### src/rtl/t_toggle_counter.sv
// t_toggle_counter: WIDTH-bit bank of T flip-flops with hold, per-bit toggle,
// modulo-up and modulo-down modes, parallel load and terminal-count pulse.
// Ports: clock, clear_ (sync active-low), en, mode, t, load, load_val -> q, tc, load_err.
// Macro T_TOGGLE_COUNTER_PARITY_EN adds registered output parity = ^q.
module t_toggle_counter #(
  parameter int unsigned WIDTH     = 8,
  parameter logic [32:0] MODULUS   = 33'd256,
  parameter logic [31:0] RESET_VAL = 32'd0
) (
  input  logic             clock,
  input  logic             clear_,
  input  logic             en,
  input  logic [1:0]       mode,
  input  logic [WIDTH-1:0] t,
  input  logic             load,
  input  logic [WIDTH-1:0] load_val,
  output logic [WIDTH-1:0] q,
  output logic             tc,
  output logic             load_err
`ifdef T_TOGGLE_COUNTER_PARITY_EN
  ,
  output logic             parity
`endif
);

  localparam logic [WIDTH:0]   ONE   = {{WIDTH{1'b0}}, 1'b1};
  localparam logic [WIDTH:0]   MOD   = MODULUS[WIDTH:0];
  localparam logic [WIDTH:0]   TOP_W = MOD - ONE;
  localparam logic [WIDTH-1:0] TOP   = TOP_W[WIDTH-1:0];
  localparam logic [WIDTH-1:0] RST   = RESET_VAL[WIDTH-1:0];

  logic [WIDTH:0]   q_ext;
  logic [WIDTH:0]   lv_ext;
  logic [WIDTH:0]   inc;
  logic [WIDTH:0]   dec;
  logic [WIDTH-1:0] q_nxt;
  logic             tc_nxt;
  logic             err_nxt;

  assign q_ext  = {1'b0, q};
  assign lv_ext = {1'b0, load_val};
  assign inc    = q_ext + ONE;
  // dec[WIDTH] is the borrow out, set exactly when q == 0
  assign dec    = q_ext - ONE;

  always_comb begin
    q_nxt   = q;
    tc_nxt  = 1'b0;
    err_nxt = 1'b0;
    if (!clear_) begin
      q_nxt = RST;
    end else if (load) begin
      if (lv_ext < MOD) begin
        q_nxt = load_val;
      end else begin
        q_nxt   = TOP;
        err_nxt = 1'b1;
      end
    end else if (en) begin
      unique case (mode)
        2'b01: q_nxt = q ^ t;
        2'b10: begin
          // q+1 >= MOD covers q == MOD-1 and q above range
          if (inc >= MOD) begin
            q_nxt  = '0;
            tc_nxt = 1'b1;
          end else begin
            q_nxt = inc[WIDTH-1:0];
          end
        end
        2'b11: begin
          if (dec[WIDTH]) begin
            q_nxt  = TOP;
            tc_nxt = 1'b1;
          end else if (q_ext > TOP_W) begin
            q_nxt = TOP;
          end else begin
            q_nxt = dec[WIDTH-1:0];
          end
        end
        default: q_nxt = q;
      endcase
    end
  end

  always_ff @(posedge clock) begin
    q        <= q_nxt;
    tc       <= tc_nxt;
    load_err <= err_nxt;
  end

`ifdef T_TOGGLE_COUNTER_PARITY_EN
  always_ff @(posedge clock) begin
    parity <= ^q_nxt;
  end
`endif

endmodule

### config.mk
export PLATFORM = sky130hd
export DESIGN_NAME = t_toggle_counter
export DESIGN_NICKNAME = d
export VERILOG_FILES = /design/src/rtl/t_toggle_counter.sv
export SDC_FILE = /design/constraint.sdc
export NUM_CORES = 1
export LEC_CHECK = 0
export ABC_AREA = 1
export BUFFER_PORTS_ARGS = -buffer_cell sky130_fd_sc_hd__buf_2
export CAP_MARGIN = 0
export CORE_MARGIN = 2
export CORE_UTILIZATION = 40
export CTS_CLUSTER_SIZE = 40
export DETAILED_ROUTE_END_ITERATION = 6
export GPL_ROUTABILITY_DRIVEN = 0
export SETUP_SLACK_MARGIN = 0.4
export SLEW_MARGIN = 40
export SYNTH_ARGS = -nofsm -noshare
export SYNTH_HDL_FRONTEND = slang
export SYNTH_SLANG_ARGS = --single-unit
### constraint.sdc
create_clock -name clock -period 1.59 [get_ports clock]
set_input_delay 0 -clock clock [delete_from_list [all_inputs] [get_ports clock]]
set_output_delay 0 -clock clock [all_outputs]
set_load 0.02 [all_outputs]
Yosys cells after proc, flatten, opt, wreduce, memory -nomap -nowiden
Cells that the tools add are included.
{ "classes": {"add_sub_neg": 2, "magnitude_cmp": 3, "n_eq_ne": 3, "n_mux": 11, "n_bitwise": 3, "reduce_logical": 5} }
{ "ops": {"columns": ["op", "n"], "rows": [
  ["2-to-1 mux 8 bit", 6],
  ["one-hot mux 8 bit (3 select lines)", 1],
  ["adder 8 x 1 -> 9 bit (second input constant)", 1],
  [">= comparator 9 bit (second input constant)", 1],
  ["< comparator 8 x 9 -> 1 bit (second input constant)", 1],
  ["subtractor 8 x 1 -> 9 bit (second input constant)", 1],
  ["> comparator 8 bit (second input constant)", 1],
  ["bitwise XOR 8 bit", 1],
  ["== test 2 bit (second input constant)", 2],
  ["AND reduction 2 bit", 2],
  ["nonzero test 4 bit", 1],
  ["2-to-1 mux 1 bit", 3],
  ["OR reduction 3 bit", 1],
  ["== test 2 x 1 -> 1 bit (second input constant)", 1],
  ["NOT 1 bit", 2],
  ["one-hot mux 1 bit (2 select lines)", 1],
  ["nonzero test 2 bit", 1]
]} }
{ "word_totals": {"wordCells": 30, "out_inout_bits": 10, "register_bits": 10} }

Longest topological paths before layout
{ "logic_depth": {"depth_word": 6, "mapped_depth": 10} }

Least setup slack after synthesis
OpenSTA, ideal clock, no wires.
{ "synth_path": {"path_type": "register -> register", "from": "register q[1]", "to": "register q[7]", "stages_incl_launch_ff": 11, "required_time_ns": 1.474, "period_less_slack_ns": 1.583, "path_slack_ns": 0.007, "arrival_ns": 1.467, "cell_sequence": "dfxtp_1 > ha_1 > nand2_1 > nor2_2 > nand2_1 > nand2_2 > inv_2 > a21oi_1 > nand2_1 > nand2_1 > a21oi_1"} }
{ "synth_via": {"elab_chain_len": 6, "word_cells_on_any_way": 10, "cone_classes": "2 x add/sub; 2 x order compare; 6 x mux"} }
{ "synth_rtl": {"columns": ["item", "line", "rtl"], "rows": [
  ["start: declaration", "17", "output logic [WIDTH-1:0] q,"],
  ["start signal: assignment", "87", "q <= q_nxt;"],
  ["adder 8 x 1 -> 9 bit (tied with other cells)", "42", "assign inc = q_ext + ONE;"],
  [">= comparator 9 bit or 2-to-1 mux 8 bit (tied branches)", "64, 75", null],
  ["2-to-1 mux 8 bit (on tied branches)", "64, 72", null],
  ["one-hot mux 8 bit (3 select lines) (*)", "60", "unique case (mode)"],
  ["2-to-1 mux 8 bit (*)", "59", "end else if (en) begin"],
  ["2-to-1 mux 8 bit (*)", "52", "end else if (load) begin"]
]} }
Mark *: on every way between the ends. The rest lies on a longest branch, timed or not. The select of a mux whose other input is x is not followed.
A chain may end at the register's enable or synchronous reset.

Worst setup path in the final report
Ends and elaborated chain as after synthesis.

==> results.json <==
{
  "start_util": 0.423,
  "cts.sinks": 9,
  "ys_top_cells_by_area": "dfxtp_1 17%, nand2_1 16%, nand3_1 11%",
  "cp.required_ns": 1.75,
  "nets": 247,
  "core_um2": 2500,
  "worstPathMaxFanout": 6,
  "drcViolationCount": 0,
  "worstSetupEndpointType": "register",
  "grt_usage": 0.220,
  "irDropWorstVdd_v": 0.000369,
  "synthArstFlopShare": 0,
  "cts_buffers": 3,
  "hpwl_um": 2420,
  "hold_class": "input pin to register",
  "yosysMostFrequentCell": "nand2_1",
  "synth_area_per_cell_um2": 5.84,
  "cts_tree": "yes",
  "first_iter_violations": 33,
  "finalSetupViolCount": 0,
  "wl_per_cell_um": 13.6,
  "vias_per_cell": 5.38,
  "routed_wl_um": 3430,
  "arrival_ns": 1.54,
  "finalHoldViolCount": 0,
  "synth_seq_area_share": 0.170,
  "rsz0062_at_grt": "true",
  "clock-root-buffer": "clkbuf_4",
  "fin_skew_ns": 0.00293,
  "hold_ws_ns": 0.0186,
  "fin_cells": 252,
  "synth_cell_type_count": 28,
  "syn_nets": 205,
  "die_x_um": 55.4,
  "drt_pass1_iterations": 5,
  "tns_ns": 0,
  "area_growth_pct": 41.5,
  "postLayoutCoreUtil": 0.599,
  "antenna_cells": 0,
  "grt_pass1_wl_um": 5500,
  "rows": 18,
  "yosysWarnings": 0,
  "crit_type": "register to register",
  "placedCellCount": 236,
  "htree_levels": 1,
  "p_leak_nw": 0.700,
  "grt_max_degree": 14,
  "fillers": 240,
  "ant_nets": 0,
  "top_level_ports": 32,
  "finalCritPeriodShare": 0.867,
  "synthCells": 181,
  "die_area_um2": 3070,
  "grt_overflow": 0,
  "status": "complete, no violations",
  "fmax_ghz": 0.725,
  "first_global_vias": 1232,
  "synth_top_cell_area_share": 0.170,
  "clk_latency_ns": 0.27,
  "clockBufferDepth": 2,
  "vias": 1357,
  "start_kind": "register",
  "fin_crit_ns": 1.38,
  "ys_seq_elements": 9,
  "ys_top_cells_by_count": "45 x nand2_1, 24 x nand3_1, 14 x a21oi_1, 14 x nor2_1, 13 x o21ai_0",
  "synth_edf_count": 0,
  "max_cap_violations": 0,
  "yosysTopAreaCell": "dfxtp_1",
  "clkTransAtPathRegs_ns": 0.07,
  "drive_gt1_frac": 0.491,
  "final_max_slew_viol_count": 0,
  "portBuffers": 30,
  "power_w": 0.000955,
  "antenna_found_initial": 0,
  "die_h_um": 55.4,
  "p_per_area_nw_per_um2": 638,
  "yosys_most_used_dff": "dfxtp_1",
  "synth_area_um2": 1060
}
-- power breakdown --
group / switching (W) / leakage [nW] / internal, W / total (W)
clock: 0.0000981 / 0.0177 / 0.0000932 / 0.000191
combinational: 0.000264 / 0.603 / 0.000193 / 0.000457
sequential: 0.0000584 / 0.0791 / 0.000247 / 0.000306
-- worst max-delay path, cell delays in order (launching register included) --
cell,delay (ns)
dfxtp_4,0.41
ha_4,0.16
nand2_2,0.06
nor2_4,0.10
nand2_2,0.08
nand2_4,0.10
inv_4,0.05
a21oi_2,0.12
nand2_1,0.08
nand2_1,0.06
a21oi_1,0.05
-- per-stage QoR --
step	instance area (um2)	setup slack, ns
finish	1500	0.212
detailed placement	1250	0.165
floorplan	1110	0.299
global placement	1250	0.198
global route	1500	0.128
CTS	1400	0.226
-- flip-flops by register name, indices dropped and copies added (netlist names) --
name / cells
q: 8
tc: 1
-- cells by family (layout without fill, tap and decap cells) --
logic type | after synthesis | in the layout | synth area share
DFF | 9 | 9 | 0.170
other | 1 | 1 | 0.00355
and+or+nand+nor | 104 | 104 | 0.469
AOI/OAI and AO/OA | 35 | 35 | 0.174
adders and majority gates | 2 | 2 | 0.0237
xor gates and xnor gates | 4 | 4 | 0.0331
buffers and inverters | 26 | 67 | 0.127
-- worst paths after layout --
kind	cells after the start	slack, ns	startpoint	endpoint
setup / recovery	10	0.21	q[1]$_SDFFE_PN0P_	q[7]$_SDFFE_PN0P_
hold / removal	3	0.02	en	tc$_SDFF_PP0_
setup reg to reg	10	0.21	q[1]$_SDFFE_PN0P_	q[7]$_SDFFE_PN0P_
hold reg to reg	2	0.54	q[7]$_SDFFE_PN0P_	q[7]$_SDFFE_PN0P_
-- area by class of cell --
type                            instances  area [um2]  share of cell area
Clock buffer                            3        22.5              0.0151
Timing Repair Buffer                   44         263               0.176
Clock inverter                          1        5.00             0.00334
Sequential cell                         9         208               0.139
Inverter                               19        81.3              0.0543
Tap cell                               30        37.5              0.0251
Multi-Input combinational cell        146         880               0.588
-- per-layer routing --
layer	global-route usage	share of wire	routed length, um	vias to the layer above
met5	0	0	0	-
met4	0.0767	0.014	47	0
met3	0.0445	0.052	179	6
met2	0.379	0.52	1780	44
met1	0.271	0.41	1420	634
li1	-	-	-	673
-- what timing repair did --
item                                   CTS  global route
setup buffers                            9             3
setup endpoints to repair                9             9
endpoints found under the hold margin    0             0
pin swaps                                8            11
resized for setup                       14            21
hold buffers                             0             0
-- cells in the final DEF (no fill, tap or decap), types with 2 or more instances in the layout --
cell type   n
nand3_2     8
dfxtp_4     7
nand2_2     9
xor2_1      2
o21ai_0    13
inv_2       6
clkbuf_4    3
nand2_1    38
buf_2      30
a21oi_2     6
buf_6       2
a21oi_1     9
inv_4       2
buf_4      12
nor2_1     12
nand2_4     3
o21ai_1     3
ha_4        2
nand4_1     3
or2_2       5
nor2_2      3
nor2_4      5
inv_1      10
nand3_1    16
xnor2_1     2
Note: power is estimated with default switching activity, not from simulation.
